**src/rtl/id_ex_pipe.sv**
```systemverilog
//------------------------------------------------------------------------------
// id_ex_pipe
//
// Pipeline stage between decode (id) and execute (ex) of the MIPS32 core.
// It uses a valid/ready handshake on both sides and has two storage slots:
// the output register (OUT) and one skid register (SK). Because of the skid
// slot, id_ready can come straight from a flop. A stall on the execute side
// therefore never makes a combinational path back into decode.
//
// A synchronous flush empties both slots. A saturating counter, bubble_cnt,
// records how many cycles the output held no valid instruction.
//
// Ports
//   clk, rst            clock, synchronous active-high reset
//   flush               drop everything held and anything arriving this cycle
//   id_valid/id_ready   upstream handshake (id_ready is registered)
//   id_*                incoming payload (don't-care while id_valid=0)
//   ex_valid/ex_ready   downstream handshake (ex_valid is registered)
//   ex_*                registered payload; NOP/zero while ex_valid=0
//   bubble_cnt          saturating count of cycles with ex_valid=0
//------------------------------------------------------------------------------
`timescale 1ns/1ps

module id_ex_pipe #(
   parameter int                  DATA_W   = 32,
   parameter int                  ADDR_W   = 5,
   parameter int                  ALUOP_W  = 8,
   parameter int                  ALUSEL_W = 3,
   parameter int                  CNT_W    = 16,
   parameter logic [ALUOP_W-1:0]  NOP_OP   = 8'h00,
   parameter logic [ALUSEL_W-1:0] NOP_SEL  = 3'b000
) (
   input  logic                clk,
   input  logic                rst,
   input  logic                flush,

   input  logic                id_valid,
   output logic                id_ready,
   input  logic [ALUOP_W-1:0]  id_aluop,
   input  logic [ALUSEL_W-1:0] id_alusel,
   input  logic [DATA_W-1:0]   id_reg1,
   input  logic [DATA_W-1:0]   id_reg2,
   input  logic [ADDR_W-1:0]   id_wd,
   input  logic                id_wreg,
   input  logic                id_in_delayslot,
   input  logic [DATA_W-1:0]   id_link_addr,
   input  logic [DATA_W-1:0]   id_inst,

   output logic                ex_valid,
   input  logic                ex_ready,
   output logic [ALUOP_W-1:0]  ex_aluop,
   output logic [ALUSEL_W-1:0] ex_alusel,
   output logic [DATA_W-1:0]   ex_reg1,
   output logic [DATA_W-1:0]   ex_reg2,
   output logic [ADDR_W-1:0]   ex_wd,
   output logic                ex_wreg,
   output logic                ex_in_delayslot,
   output logic [DATA_W-1:0]   ex_link_addr,
   output logic [DATA_W-1:0]   ex_inst,

   output logic [CNT_W-1:0]    bubble_cnt
);

   typedef struct packed {
      logic [ALUOP_W-1:0]  aluop;
      logic [ALUSEL_W-1:0] alusel;
      logic [DATA_W-1:0]   reg1;
      logic [DATA_W-1:0]   reg2;
      logic [ADDR_W-1:0]   wd;
      logic                wreg;
      logic                in_delayslot;
      logic [DATA_W-1:0]   link_addr;
      logic [DATA_W-1:0]   inst;
   } payload_t;

   localparam logic [CNT_W-1:0] CNT_ONE = {{(CNT_W-1){1'b0}}, 1'b1};
   localparam logic [CNT_W-1:0] CNT_MAX = {CNT_W{1'b1}};

   payload_t nop_pl;
   payload_t in_pl;
   payload_t out_q, out_d;
   payload_t sk_q, sk_d;

   logic             ex_valid_q, ex_valid_d;
   logic             sk_valid_q, sk_valid_d;
   logic             id_ready_q;
   logic [CNT_W-1:0] bubble_q, bubble_d;

   logic             accept;
   logic             drain;

   // An empty output shows this NOP encoding. Downstream logic can then
   // ignore ex_valid for write-back, because ex_wreg is always 0 here.
   always_comb begin
      nop_pl        = '0;
      nop_pl.aluop  = NOP_OP;
      nop_pl.alusel = NOP_SEL;
   end

   always_comb begin
      in_pl              = '0;
      in_pl.aluop        = id_aluop;
      in_pl.alusel       = id_alusel;
      in_pl.reg1         = id_reg1;
      in_pl.reg2         = id_reg2;
      in_pl.wd           = id_wd;
      in_pl.wreg         = id_wreg;
      in_pl.in_delayslot = id_in_delayslot;
      in_pl.link_addr    = id_link_addr;
      in_pl.inst         = id_inst;
   end

   assign accept = id_valid & id_ready_q;
   // OUT may be overwritten this cycle: it is empty or being consumed.
   assign drain  = ~ex_valid_q | ex_ready;

   always_comb begin
      out_d      = out_q;
      sk_d       = sk_q;
      ex_valid_d = ex_valid_q;
      sk_valid_d = sk_valid_q;
      bubble_d   = bubble_q;

      if (flush) begin
         // A flush also squashes an accept in the same cycle. The bubble
         // count is deliberately left alone on the flush edge itself.
         out_d      = nop_pl;
         ex_valid_d = 1'b0;
         sk_valid_d = 1'b0;
      end else begin
         if (drain) begin
            if (sk_valid_q) begin
               // id_ready is low while SK is full, so accept is normally 0
               // here. The branch still keeps ordering if it is not.
               out_d      = sk_q;
               ex_valid_d = 1'b1;
               if (accept) begin
                  sk_d = in_pl;
               end
               sk_valid_d = accept;
            end else if (accept) begin
               out_d      = in_pl;
               ex_valid_d = 1'b1;
            end else begin
               out_d      = nop_pl;
               ex_valid_d = 1'b0;
            end
         end else if (accept) begin
            sk_d       = in_pl;
            sk_valid_d = 1'b1;
         end

         if (!ex_valid_d && (bubble_q != CNT_MAX)) begin
            bubble_d = bubble_q + CNT_ONE;
         end
      end
   end

   always_ff @(posedge clk) begin
      if (rst) begin
         out_q      <= nop_pl;
         sk_q       <= '0;
         ex_valid_q <= 1'b0;
         sk_valid_q <= 1'b0;
         id_ready_q <= 1'b1;
         bubble_q   <= '0;
      end else begin
         out_q      <= out_d;
         sk_q       <= sk_d;
         ex_valid_q <= ex_valid_d;
         sk_valid_q <= sk_valid_d;
         // This flop copies ~sk_valid. It is kept separate so that id_ready
         // comes directly from a flop.
         id_ready_q <= ~sk_valid_d;
         bubble_q   <= bubble_d;
      end
   end

   assign id_ready        = id_ready_q;
   assign ex_valid        = ex_valid_q;
   assign ex_aluop        = out_q.aluop;
   assign ex_alusel       = out_q.alusel;
   assign ex_reg1         = out_q.reg1;
   assign ex_reg2         = out_q.reg2;
   assign ex_wd           = out_q.wd;
   assign ex_wreg         = out_q.wreg;
   assign ex_in_delayslot = out_q.in_delayslot;
   assign ex_link_addr    = out_q.link_addr;
   assign ex_inst         = out_q.inst;
   assign bubble_cnt      = bubble_q;

endmodule

```
**config.mk**
```make
export PLATFORM = sky130hd
export DESIGN_NAME = id_ex_pipe
export DESIGN_NICKNAME = d
export VERILOG_FILES = /design/src/rtl/id_ex_pipe.sv
export SDC_FILE = /design/constraint.sdc
export NUM_CORES = 1
export LEC_CHECK = 0
export CAP_MARGIN = 20
export CELL_PAD_IN_SITES_DETAIL_PLACEMENT = 0
export CELL_PAD_IN_SITES_GLOBAL_PLACEMENT = 2
export CORE_ASPECT_RATIO = 1.5
export CORE_MARGIN = 8
export CORE_UTILIZATION = 35
export CTS_CLUSTER_DIAMETER = 100
export CTS_CLUSTER_SIZE = 30
export DETAILED_ROUTE_END_ITERATION = 10
export DONT_BUFFER_PORTS = 1
export HOLD_SLACK_MARGIN = 0.08
export PLACE_DENSITY_LB_ADDON = 0.1
export SLEW_MARGIN = 15
export SYNTH_ARGS = -nofsm -noshare
export SYNTH_HDL_FRONTEND = slang
export SYNTH_SLANG_ARGS = --single-unit
```
**constraint.sdc**
```tcl
create_clock -name clk -period 2.2 [get_ports clk]
set_input_delay 0.33 -clock clk [delete_from_list [all_inputs] [get_ports clk]]
set_output_delay 0.33 -clock clk [all_outputs]
set_load 0.02 [all_outputs]
```
==> results of run 1 <==
==> metrics by stage <==
step           instance area [µm²]  hold WS (ns)  power (µW)  std cells  setup slack [ns]
5_1_grt                      14300        -0.154       10200       2061            0.0766
2_1_floorplan                12000         0.429        6340       1571             0.253
4_1_cts                      14300        -0.146        9940       2057             0.229
6_report                     14300        -0.133        9760       2061             0.223
3_5_place_dp                 12400         0.421        6480       1889             0.236
3_3_place_gp                 12400         0.423        6470       1889             0.265
==> how the worst max path moves through the flow <==
stage	startpoint	end	slack (ns)
after global placement	id_valid	bubble_cnt[15]	0.26
after floorplan	bubble_cnt[0]	bubble_cnt[1]	0.25
after detailed placement	id_valid	bubble_cnt[9]	0.24
after global routing	bubble_cnt[3]	bubble_cnt[7]	0.08
after CTS	bubble_cnt[3]	bubble_cnt[11]	0.23
final	bubble_cnt[3]	bubble_cnt[13]	0.22
==> layer usage <==
metal | GRT usage [%] | vias to the layer above
met4 | 4.70 | 0
met1 | 24.3 | 5194
met2 | 33.1 | 303
met5 | 0 | -
li1 | - | 5438
met3 | 4.86 | 37
==> state kept, by name, indices dropped and copies added (netlist names), 5 cells and up <==
name / cells
sk_q: 146
ex_aluop: 8
ex_wd: 5
ex_inst: 32
bubble_cnt: 16
ex_link_addr: 32
ex_reg2: 32
ex_reg1: 32
==> area by class of cell <==
type | instances | share of cell area (%)
antenna | 4 | 0.0700
inverter | 5 | 0.131
clock buffer | 16 | 2.65
tap | 425 | 3.72
timing repair buffer | 182 | 13.2
clock inverter | 1 | 0.140
sequential | 311 | 43.5
multi-input combinational | 1117 | 36.5
==> cell usage after synthesis, types with 2 or more instances <==
cell type,n
clkbuf_1,121
buf_6,3
o21ai_0,3
a31oi_1,146
o21a_1,3
and2_1,3
inv_1,5
or4_1,9
o41ai_1,2
buf_1,14
and4_1,3
nor4_1,2
nand3_1,152
a21oi_1,159
a211oi_1,2
nor3b_1,2
nor2_1,4
o31a_1,2
o31ai_1,9
dfxtp_1,311
nand2_1,595
nand4_1,5
==> worst max-delay path: stages, from the launching register on <==
cell     delay [ns]
dfxtp_1        0.57
and4_1         0.35
nand3_1        0.29
or4_1          0.56
a21oi_1        0.15
==> power by group <==
group          switching, µW  internal [µW]
clock network           1880           1270
registers                174           5730
logic                    394            310
==> kinds of logic (layout without fill, tap and decap cells) <==
| group | Yosys count | count (layout) | share of synthesized area, % |
|---|---|---|---|
| other cells | 0 | 4 | 0 |
| mux | 1 | 1 | 0.0940 |
| fa+ha+maj | 1 | 1 | 0.104 |
| flops | 311 | 311 | 52.0 |
| compound gates | 331 | 331 | 16.0 |
| simple gates | 784 | 784 | 27.2 |
| buf+inv | 143 | 204 | 4.67 |
==> results.tsv, run 1 <==
metric	value	unit
synth-edff-count	0	
ys.flop_type	dfxtp_1	
cts_max_level	1	
fp.dieW	167	µm
post-synth-top-area-cell	dfxtp_1	
grt_max_degree	164	
rrSetupSlack	0.22	ns
dieArea	40500	µm²
hold_viol	158	
worst-endpoint-required	2.65	ns
fmax	0.506	GHz
first_global_vias	10713	
drt-pass1-iter-count	5	
synth-seq-area-share	52.0	%
ioPinCount	315	
multiInputGateArea	5220	µm²
hold-path-endpoint	sk_q[113]	
synthTopCellsByArea	dfxtp_1, nand2_1, a31oi_1, a21oi_1, nand3_1	
final_core_util	42.1	%
num-nets-final	1783	
maxCapViolCount	0	
ys_types	38	
setup.worst_path.start_class	flop	
hold_slack	-0.133	ns
first_iter_violations	789	
yosys_warnings	0	
clock-sinks	311	
clk_pin_slew	0.12	ns
violations	negative hold slack	
core	34000	µm²
fin_worst_skew	0.0271	ns
drive_gt1_share	3.43	%
pwr_density_cell	682	nW/µm²
grt_usage	19.5	%
syn_to_final_growth	19.4	%
gp_congestion	0.773	
synth_area	12000	µm²
topRoutingLayerUsed	met4	
final_common_cell	nand2_1	
run_status	finished, violations left	
tightest_slew	1.11	ns
hpwl	24800	µm
cts_tree	yes	
hold_depth	1	
crit_type	reg2reg	
timing.rr.start	bubble_cnt[3]	
endpoint_kind	flop	
initial_core_util	35.3	%
wl	41400	µm
synthArstFlopShare	0	%
tns	0	ns
period_share	89.9	%
portBuffers	0	
die_h	243	µm
routed_via_density	5.32	
fin_crit	1.98	ns
crit_fanout	9	
numCtsBuffers	14	
reg2reg_depth	4	
wl_met3	2930	µm
leakage	0.00448	µW
hold_buffers	151	
cts_root_buf	clkbuf_16	
r2r-end	bubble_cnt[13]	
met1_length	17700	µm
post-cts-setup-buffers	0	
synth_nets	1723	
fill_cells	3541	
ant_nets	0	
avgSynthCellArea	7.63	µm²
grt_overflow	0	
drc	0	
worstHoldStart	rst	
synth_top_area_share	52.0	%
hp-class	in2reg	
finalSetupViolations	0	
cts_resized	0	
antenna_found_initial	4	
cts_buffer_depth	3	
seq_area	6230	µm²
synth-seq-cells	311	
final_cell_mix	nand2_1, dfxtp_1, a21oi_1	
drv_slew	0	
slew_headroom	26.3	%
wire_per_inst	20.1	µm
rsz0062_at_grt	no	
arrival	2.43	ns
vias	10972	
rows	83	
ir_drop	497	µV
syn-instance-count	1571	
route.met2.wl	19900	µm
clock_latency	0.51	ns
grt_pass1_wl	64400	µm
(Power assumes the default switching activity.)
==> run 2: changes to the inputs <==
--- a/config.mk
+++ b/config.mk
@@ -17,6 +17,7 @@
 export DONT_BUFFER_PORTS = 1
 export HOLD_SLACK_MARGIN = 0.08
 export PLACE_DENSITY_LB_ADDON = 0.1
+export RECOVER_POWER = 100
 export SLEW_MARGIN = 15
 export SYNTH_ARGS = -nofsm -noshare
 export SYNTH_HDL_FRONTEND = slang
==> results.tsv, run 2 (synthesis gave the netlist of run 1 again) <==
metric	value	unit	change
drc	0		unchanged
leakage	0.00443	µW	was 0.00448 µW
hp-class	in2reg		unchanged
ant_nets	0		unchanged
cts_resized	0		unchanged
drv_slew	0		unchanged
r2r-end	ex_wd[2]		was bubble_cnt[13]
cts_max_level	1		unchanged
gp_congestion	0.773		unchanged
hold_viol	159		was 158
portBuffers	0		unchanged
clock_latency	0.51	ns	about the same
rrSetupSlack	0.23	ns	was 0.22 ns
largest_reg_flops	146		unchanged
worst-endpoint-required	2.65	ns	about the same
num-nets-final	1783		unchanged
fp.dieW	167	µm	unchanged
clk_pin_slew	0.12	ns	about the same
hpwl	24800	µm	unchanged
fin_worst_skew	0.0274	ns	was 0.0271 ns
antenna_found_initial	4		unchanged
numCtsBuffers	14		unchanged
cts_tree	yes		unchanged
timing.rr.start	id_ready		was bubble_cnt[3]
routed_via_density	5.34		was 5.32
endpoint_kind	flop		unchanged
crit_fanout	72		was 9
drive_gt1_share	3.00	%	was 3.43%
grt_usage	19.5	%	unchanged
setup.worst_path.start_class	flop		unchanged
period_share	89.4	%	was 89.9%
cts_root_buf	clkbuf_16		unchanged
pwr_density_cell	684	nW/µm²	was 682 nW/µm²
multiInputGateArea	5220	µm²	about the same
regMostFlops	sk_q		unchanged
final_common_cell	nand2_1		unchanged
vias	11010		was 10972
grt_pass1_wl	64400	µm	unchanged
cp-endpoint	ex_wd[2]		was bubble_cnt[13]
clock-sinks	311		unchanged
run_status	finished, violations left		unchanged
ioPinCount	315		unchanged
cts_buffer_depth	3		unchanged
tightest_slew	1.09	ns	was 1.11 ns
wire_per_inst	20.0	µm	was 20.1 µm
drt-pass1-iter-count	5		unchanged
tns	0	ns	unchanged
initial_core_util	35.3	%	unchanged
crit_type	reg2reg		unchanged
core	34000	µm²	unchanged
fmax	0.508	GHz	was 0.506 GHz
crit_start	id_ready		was bubble_cnt[3]
reg2reg_depth	6		was 4
hold_slack	-0.132	ns	was -0.133 ns
final_cell_mix	nand2_1, dfxtp_1, a21oi_1		unchanged
slew_headroom	27.6	%	was 26.3%
seq_area	6230	µm²	unchanged
rsz0062_at_grt	no		unchanged
first_global_vias	10713		unchanged
dieArea	40500	µm²	unchanged
ir_drop	498	µV	was 497 µV
maxCapViolCount	0		unchanged
grt_max_degree	164		unchanged
hold_buffers	151		unchanged
arrival	2.41	ns	was 2.43 ns
post-cts-setup-buffers	0		unchanged
grt_overflow	0		unchanged
syn_to_final_growth	19.0	%	was 19.4%
rows	83		unchanged
violations	negative hold slack		unchanged
fin_crit	1.97	ns	was 1.98 ns
first_iter_violations	792		was 789
die_h	243	µm	unchanged
fill_cells	3557		was 3541
wl	41300	µm	was 41400 µm
finalSetupViolations	0		unchanged
-- run 2: cell types whose count changed in the layout (fill, tap and decap cells not counted) --
cell      delta
buf_4        -8
clkbuf_1     +7
buf_12       -2
buf_6        +2
and2_0       +1
and2_1       -1
clkbuf_2     +1
nor2b_2      +1
nor2b_4      -1
-- run 2: how the worst min path moves through the flow --
stage	slack (ns)	to	cells past startpoint	start
final	-0.13	sk_q[113]	1	rst
after global routing	-0.15	sk_q[118]	1	rst
after CTS	-0.15	sk_q[111]	1	rst
after detailed placement	0.42	sk_q[136]	1	rst
after global placement	0.42	sk_q[136]	1	rst
after floorplan	0.43	id_ready	2	flush
-- run 2: layer usage --
| layer | up-vias | global-route usage, % | wire, µm |
|---|---|---|---|
| met5 | - | 0 | 0 |
| met4 | 0 | 4.70 | 822 |
| met3 | 37 | 4.86 | 2980 |
| met2 | 317 | 33.1 | 19900 |
| met1 | 5219 | 24.3 | 17600 |
| li1 | 5437 | - | - |
-- run 2: layout make-up --
cell class,instances,area share [%]
sequential,311,43.7
multi-input combinational,1117,36.6
timing repair buffer,182,13.0
tap,425,3.73
clock buffer,16,2.66
clock inverter,1,0.140
inverter,5,0.132
antenna,4,0.0702
-- run 2: where the power goes --
group,leakage (µW),switching (µW),internal [µW]
registers,0.00252,174,5730
clock network,0.000196,1880,1270
logic,0.00172,393,307
-- run 2: stage by stage --
step	std cells	area, µm²	worst slack (ns)	power, µW	util, %
floorplan	1571	12000	0.253	6340	-
global placement	1889	12400	0.265	6470	36.5
detailed placement	1889	12400	0.236	6480	36.5
CTS	2057	14300	0.229	9940	42.1
global route	2061	14300	0.0623	10200	42.0
finish	2061	14300	0.232	9760	42.0
-- run 2: worst max-delay path, stage by stage, from the launching register on --
cell	delay [ns]
dfxtp_1	0.34
clkbuf_1	0.32
nand2_1	0.17
nor3_2	0.37
buf_12	0.35
nand2_1	0.11
a31oi_1	0.16
